--- src/rtl/d_write_buffer.sv ---
// Posted-write FIFO between the D-cache memory port and the sram-like AXI bridge.
// Optional macro WB_READ_FORWARD_EN: serve word reads straight from a matching buffered word write.
module d_write_buffer #(
  parameter int DEPTH = 4
) (
  input  logic        clk,
  input  logic        rst,
  input  logic        wb_req,
  input  logic        wb_wr,
  input  logic [1:0]  wb_size,
  input  logic [31:0] wb_addr,
  input  logic [31:0] wb_wdata,
  output logic [31:0] wb_rdata,
  output logic        wb_addr_ok,
  output logic        wb_data_ok,
  output logic        mem_req,
  output logic        mem_wr,
  output logic [1:0]  mem_size,
  output logic [31:0] mem_addr,
  output logic [31:0] mem_wdata,
  input  logic [31:0] mem_rdata,
  input  logic        mem_addr_ok,
  input  logic        mem_data_ok
);
  localparam int AW = $clog2(DEPTH);

  typedef enum logic [2:0] {IDLE, W_ADDR, W_DATA, R_ADDR, R_DATA} state_t;

  state_t        r_state, w_state_nxt;
  logic [31:0]   r_addr  [DEPTH];
  logic [1:0]    r_size  [DEPTH];
  logic [31:0]   r_wdata [DEPTH];
  logic [AW-1:0] r_head, r_tail;
  logic [AW:0]   r_count;
  logic          w_push, w_pop;
  logic          w_fwd_hit;
  logic [31:0]   w_fwd_rdata;

  // Full is judged on the registered count; a same-cycle pop does not help.
  assign w_push = rst & wb_req & wb_wr & (r_count != (AW+1)'(DEPTH));

`ifdef WB_READ_FORWARD_EN
  logic          w_fwd_match;
  logic [AW-1:0] w_fwd_idx;

  // Walk oldest to youngest so the last match wins.
  always_comb begin
    w_fwd_match = 1'b0;
    w_fwd_idx   = '0;
    for (int i = 0; i < DEPTH; i++) begin
      if (((AW+1)'(i) < r_count) &&
          (r_addr[r_head + AW'(i)][31:2] == wb_addr[31:2])) begin
        w_fwd_match = 1'b1;
        w_fwd_idx   = r_head + AW'(i);
      end
    end
  end

  assign w_fwd_hit = wb_req & ~wb_wr & (wb_size == 2'd2) & w_fwd_match &
                     (r_size[w_fwd_idx] == 2'd2) &
                     (r_state != R_ADDR) & (r_state != R_DATA);
  assign w_fwd_rdata = r_wdata[w_fwd_idx];
`else
  assign w_fwd_hit   = 1'b0;
  assign w_fwd_rdata = '0;
`endif

  always_comb begin
    w_state_nxt = r_state;
    w_pop       = 1'b0;
    wb_addr_ok  = w_push;
    wb_data_ok  = w_push;
    wb_rdata    = '0;
    mem_req     = 1'b0;
    mem_wr      = 1'b0;
    mem_size    = '0;
    mem_addr    = '0;
    mem_wdata   = '0;
    if (w_fwd_hit) begin
      wb_addr_ok = 1'b1;
      wb_data_ok = 1'b1;
      wb_rdata   = w_fwd_rdata;
    end
    case (r_state)
      IDLE: begin
        if ((r_count != '0) || w_push)
          w_state_nxt = W_ADDR;
        else if (wb_req && !wb_wr && !w_fwd_hit)
          w_state_nxt = R_ADDR;
      end
      W_ADDR, W_DATA: begin
        mem_req   = (r_state == W_ADDR);
        mem_wr    = 1'b1;
        mem_size  = r_size[r_head];
        mem_addr  = r_addr[r_head];
        mem_wdata = r_wdata[r_head];
        if (r_state == W_ADDR) begin
          if (mem_addr_ok && mem_data_ok) begin
            w_pop       = 1'b1;
            w_state_nxt = IDLE;
          end else if (mem_addr_ok) begin
            w_state_nxt = W_DATA;
          end
        end else if (mem_data_ok) begin
          w_pop       = 1'b1;
          w_state_nxt = IDLE;
        end
      end
      R_ADDR: begin
        mem_req    = 1'b1;
        mem_size   = wb_size;
        mem_addr   = wb_addr;
        wb_addr_ok = mem_addr_ok;
        if (mem_addr_ok && mem_data_ok) begin
          wb_data_ok  = 1'b1;
          wb_rdata    = mem_rdata;
          w_state_nxt = IDLE;
        end else if (mem_addr_ok) begin
          w_state_nxt = R_DATA;
        end
      end
      R_DATA: begin
        if (mem_data_ok) begin
          wb_data_ok  = 1'b1;
          wb_rdata    = mem_rdata;
          w_state_nxt = IDLE;
        end
      end
      default: w_state_nxt = IDLE;
    endcase
    if (!rst) begin
      w_pop      = 1'b0;
      wb_addr_ok = 1'b0;
      wb_data_ok = 1'b0;
      wb_rdata   = '0;
      mem_req    = 1'b0;
      mem_wr     = 1'b0;
      mem_size   = '0;
      mem_addr   = '0;
      mem_wdata  = '0;
    end
  end

  always_ff @(posedge clk) begin
    if (!rst) begin
      r_state <= IDLE;
      r_head  <= '0;
      r_tail  <= '0;
      r_count <= '0;
    end else begin
      r_state <= w_state_nxt;
      if (w_push) r_tail <= r_tail + 1'b1;
      if (w_pop)  r_head <= r_head + 1'b1;
      r_count <= r_count + (AW+1)'(w_push) - (AW+1)'(w_pop);
    end
  end

  always_ff @(posedge clk) begin
    if (w_push) begin
      r_addr[r_tail]  <= wb_addr;
      r_size[r_tail]  <= wb_size;
      r_wdata[r_tail] <= wb_wdata;
    end
  end

endmodule

--- config.mk ---
export PLATFORM = sky130hd
export DESIGN_NAME = d_write_buffer
export DESIGN_NICKNAME = d
export VERILOG_FILES = /design/src/rtl/d_write_buffer.sv
export SDC_FILE = /design/constraint.sdc
export NUM_CORES = 1
export LEC_CHECK = 0
export CORE_MARGIN = 2
export CORE_UTILIZATION = 40
export CTS_CLUSTER_SIZE = 40
export DETAILED_ROUTE_END_ITERATION = 16
export PLACE_DENSITY = 0.74
export SLEW_MARGIN = 20
export SYNTH_ARGS = -nofsm -noshare
export SYNTH_HDL_FRONTEND = slang
export SYNTH_SLANG_ARGS = --single-unit
export TNS_END_PERCENT = 30
--- constraint.sdc ---
create_clock -name clk -period 4 [get_ports clk]
set_input_delay 1 -clock clk [delete_from_list [all_inputs] [get_ports clk]]
set_output_delay 1 -clock clk [all_outputs]
set_load 0.02 [all_outputs]
# == Word-level counts from Yosys, hierarchy flattened ==
# Memories as Yosys holds them, arrays and structs flattened. A register that Yosys moved wholly into a read port is not among the register bits.
# Index checks and enable logic that the tools add are counted.
# Widths: inputs -> output; s select.
# totals
ff_bits,10
latchBits,0
ram_bits,264
romBits,0
wordCells,72
memories,3
# memory_table
name,words,width,rd,rd_clocked_by_memory_dff,write_ports,line,source
r_addr,4,32,1,1,1,30,logic [31:0] r_addr [DEPTH];
r_wdata,4,32,1,1,1,32,logic [31:0] r_wdata [DEPTH];
r_size,4,2,1,1,1,31,logic [1:0] r_size [DEPTH];
# classes
addsub,4
multipliers,0
div,0
order_cmp,0
eq_ne,8
shift,0
muxes,42
bitwise,3
n_reduce_logical,8
# ops
op,n
$mux 32,6
$pmux 32 s2,2
$mux 3,8
$mux 1,15
$mux 2,7
$pmux 3 s4,1
$ne 3x3->1 const B,3
$eq 3x2->1 const B,2
$add 2x1->2 const B,2
$ne 4x4->1 const B,1
$pmux 1 s2,2
$pmux 2 s2,1
$add 3x1->3,1
$and 1x1->1,3
$eq 3x1->1 const B,1
$eq 3x3->1 const B,1
$logic_not 3->1,1
$reduce_and 3->1,1
$reduce_bool 3->1,1
$sub 3x1->3,1
$logic_and 1x1->1,2
$reduce_or 2->1,1
$logic_not 1->1,1
$logic_or 1x1->1,1

# == Longest topological paths before layout ==
# logic_depth
ltp_word,7
depth_mapped,10
ltp_nobuf,10

# == Least setup slack after synthesis ==
# Ideal clock, no wire load.
# synth_path
path_kind,in2reg
startpoint,input port wb_wr
endpoint,memory r_addr[0][0] (enable)
setup_time_ns,0.431
t_arrival_ns,2.936
required_time_ns,3.569
slack_ns,0.633
cell_stages,3
cell_sequence,nand3_1 > a21oi_2 > and2_1
# synth_between
elab_chain_len,4
# synth_lines
element,line,source
from (decl),9,"input logic wb_wr,"
$and 1x1->1 (2 in a row),40,assign w_push = rst & wb_req & wb_wr & (r_count != (AW+1)'(DEPTH));
$mux 1,159,if (w_push) begin
$mux 1 (not written as such),160,r_addr[r_tail] <= wb_addr;
to (decl),30,
# Every way passes these cells.

# == Final worst setup path ==
# layout_path
startpoint,input port rst
endpoint,output port mem_addr[20]
# layout_between
elab_chain_len,1
# layout_lines
element,line,source
from (decl),7,"input logic rst,"
$mux 32,131,if (!rst) begin
to (decl),19,"output logic [31:0] mem_addr,"
# Every way passes these cells.

==> metrics.cfg <==
[critical_path]
cp_max_fo = 22
arrival_ps = 2940
rr_endpoint = r_count[2]
r2r_slack_ps = 1590
rr_worst_depth = 10
reg2reg_from = r_state[2]
critPathRequiredTime_ps = 3000
cp-start-kind = input pin
setup.worst_path.end_class = output pin
worstSetupPathType = input pin to output pin

[clock_network]
cts_root_buf = clkbuf_16
cts_tree = built
clk_transition_reported_paths_ps = 60
cts_buffer_depth = 3
clock-sinks = 276
clock_latency_ps = 530
numCtsBuffers = 27
postCtsHoldBufs = 0
cts_max_level = 1

[power]
power.total_uw = 7150
p_switching_uw = 1800
p_int_uw = 5340
swShare_pct = 25.2
p_seq_share_pct = 46.3
pwr-share-clk_pct = 32.0
p_leak_uw = 0.00475
ir_drop_uv = 244
p_per_area_nw_per_um2 = 492
combPwrFrac_pct = 21.7

[logic_synthesis]
ys_ff_latch = 276
synth_fp_nets = 649
synth_fa_ha_area_share_pct = 0.861
synth_edf_count = 264
synth-simple-area-share_pct = 5.59
synth_top_family_by_area = multiplexers
syn_area_um2 = 11100
synth_area_leaders = edfxtp_1 (72%), mux4_2 (13%), and2_1 (4.2%), a22o_1 (2.7%), dfxtp_1 (2.2%)
yosysSeqAreaShare_pct = 73.9
netlist.area_leader.share_pct = 71.7
synth-async-reset-ratio_pct = 0
synthesis.instances = 538
synth_warnings = 0
postSynthAreaPerCell_um2 = 20.5
synth-compound-area-share_pct = 3.63
synth_top_cell_by_area = edfxtp_1
synth-xor-area-share_pct = 0.317
synth_cell_types = 39
synthFlopType = edfxtp_1
muxShareOfSynthArea_pct = 13.6

[floorplan]
core_area_um2 = 27000
die_area_um2 = 29000
die_w_um = 170
die_h_um = 170
io_pins = 206
row_count = 60
start_util_pct = 40.9

[timing]
fin_ws_ps = 58.2
finalCritPeriodShare_pct = 98.5
fmax_ghz = 0.254
slew_headroom_pct = 69.0
slew_viol_final = 0
timing.hold.ws_ps = 449
setup_viol = 0
worst_pin_slew_ps = 464
min_period_ps = 3940
hold_viol = 0
finClkSkew_ps = 14.6

[final_layout]
antenna_cells = 0
final_area_um2 = 14500
area_delta_synth_final_pct = 31.4
post-route-util_pct = 53.7
fin_nets = 879
drive_gt1_share_pct = 17.9

[global_routing]
grt-ovfl-total = 0
grt_pass1_vias = 6314
grt_max_degree = 45
grt_antenna_before_repair = 2
grt_pass1_wl_um = 36400
track_usage_pct = 16.5

[min_path]
min_from = r_head[1]
min_path_type = flop to flop
worstHoldPathCells = 1

[detailed_routing]
wirelength_um = 24200
vias = 5991
firstDrtPassIters = 4
drc = 0
wl_per_cell_um = 21.5
ant_nets = 0
drt_iter0_markers = 449
viasPerCell = 5.33

[run]
max_cap_violations = 0

[place]
dp_hpwl_um = 15500
gp_congestion = 0.767
dp_slack_ps = -8.80
placed_area_um2 = 13700
port-buffer-count = 205

[status]
outcome = completed

## critical path, cell delays in order
cell and delay, ps:
clkdlybuf4s50_1 560, nand2b_1 130, a21oi_4 150, buf_12 150
clkbuf_16 180, a22o_1 140, clkdlybuf4s50_1 610
## layout by cell type, fill, tap and decap left out, types with 3 or more instances in the layout
cell,n
clkbuf_1,5
and2_4,4
a22o_1,34
inv_1,9
dfxtp_1,10
clkinv_2,5
and2_1,70
clkinv_1,6
dlymetal6s2s_1,5
ha_1,6
edfxtp_1,264
mux4_2,66
clkbuf_16,28
buf_12,12
xnor2_1,3
buf_4,13
nor2b_1,3
nor2_1,3
nand2_1,3
nand2b_1,3
clkdlybuf4s50_1,199
## power by group through the flow
stage / registers (uW) / logic [uW] / clock network [uW]
after floorplan: 3330 / 874 / 0
after global routing: 3320 / 1660 / 2440
final: 3310 / 1550 / 2290
after CTS: 3310 / 1530 / 2350
after detailed placement: 3370 / 1520 / 0
after global placement: 3370 / 1500 / 0
## worst max path at each step
stage	depth (start not counted)	startpoint	endpoint	slack [ps]
2_1_floorplan	3	wb_wr	r_addr[0][0]	630
3_3_place_gp	6	rst	mem_addr[1]	50
3_5_place_dp	6	rst	mem_addr[1]	-9
4_1_cts	6	rst	mem_wdata[7]	40
5_1_grt	7	rst	mem_size[0]	-2
6_report	7	rst	mem_addr[20]	60
## cell usage after synthesis (all sizes together) (2+ instances only)
master  instances
a21oi           3
a22o           34
and2           74
buf            24
clkbuf          6
dfxtp          12
edfxtp        264
ha              6
inv             9
mux2i           2
mux4           66
nand2           4
nand2b          3
nand3b          2
nor2            4
nor2b           3
nor3b           2
o21a            2
o21ai           2
xnor2           3
## what timing repair did
action / in CTS / in global routing
buffers inserted: 0 / 1
resized for setup: 1 / 5
setup endpoints to repair: 1 / 39
gates cloned: 0 / 1
## cell families after synthesis
group / Yosys count
adder cells (fa/ha/maj): 7
XOR/XNOR: 4
AND/OR/NAND/NOR: 97
multiplexers: 68
AO/OA/AOI/OAI: 47
buffers and inverters: 39
flip-flops: 276
## stage by stage
step	std cells	TNS, ps
2_1_floorplan	538	0
3_3_place_gp	1078	0
3_5_place_dp	1078	-8.80
4_1_cts	1123	0
5_1_grt	1125	-2.25
6_report	1125	0
## state kept, by name (all words and copies together), names as in the netlist, named ones only
name	count
r_addr	128
r_count	3
r_head	2
r_size	8
r_state	3
r_tail	2
r_wdata	128
## metal layers
metal	GRT usage, %	wire [um]
met5	0	12
met4	3.08	251
met3	3.35	1780
met2	28.6	12000
met1	21.7	10100
## cell type report
type,count,area [um2]
well taps,341,427
inverters,9,33.8
clock buffers,32,694
flip-flops and latches,276,8180
fillers,2115,12500
repair buffers,231,2430
clock inverters,13,86.3
multi-input cells,223,2670
(Power assumes the default switching activity.)
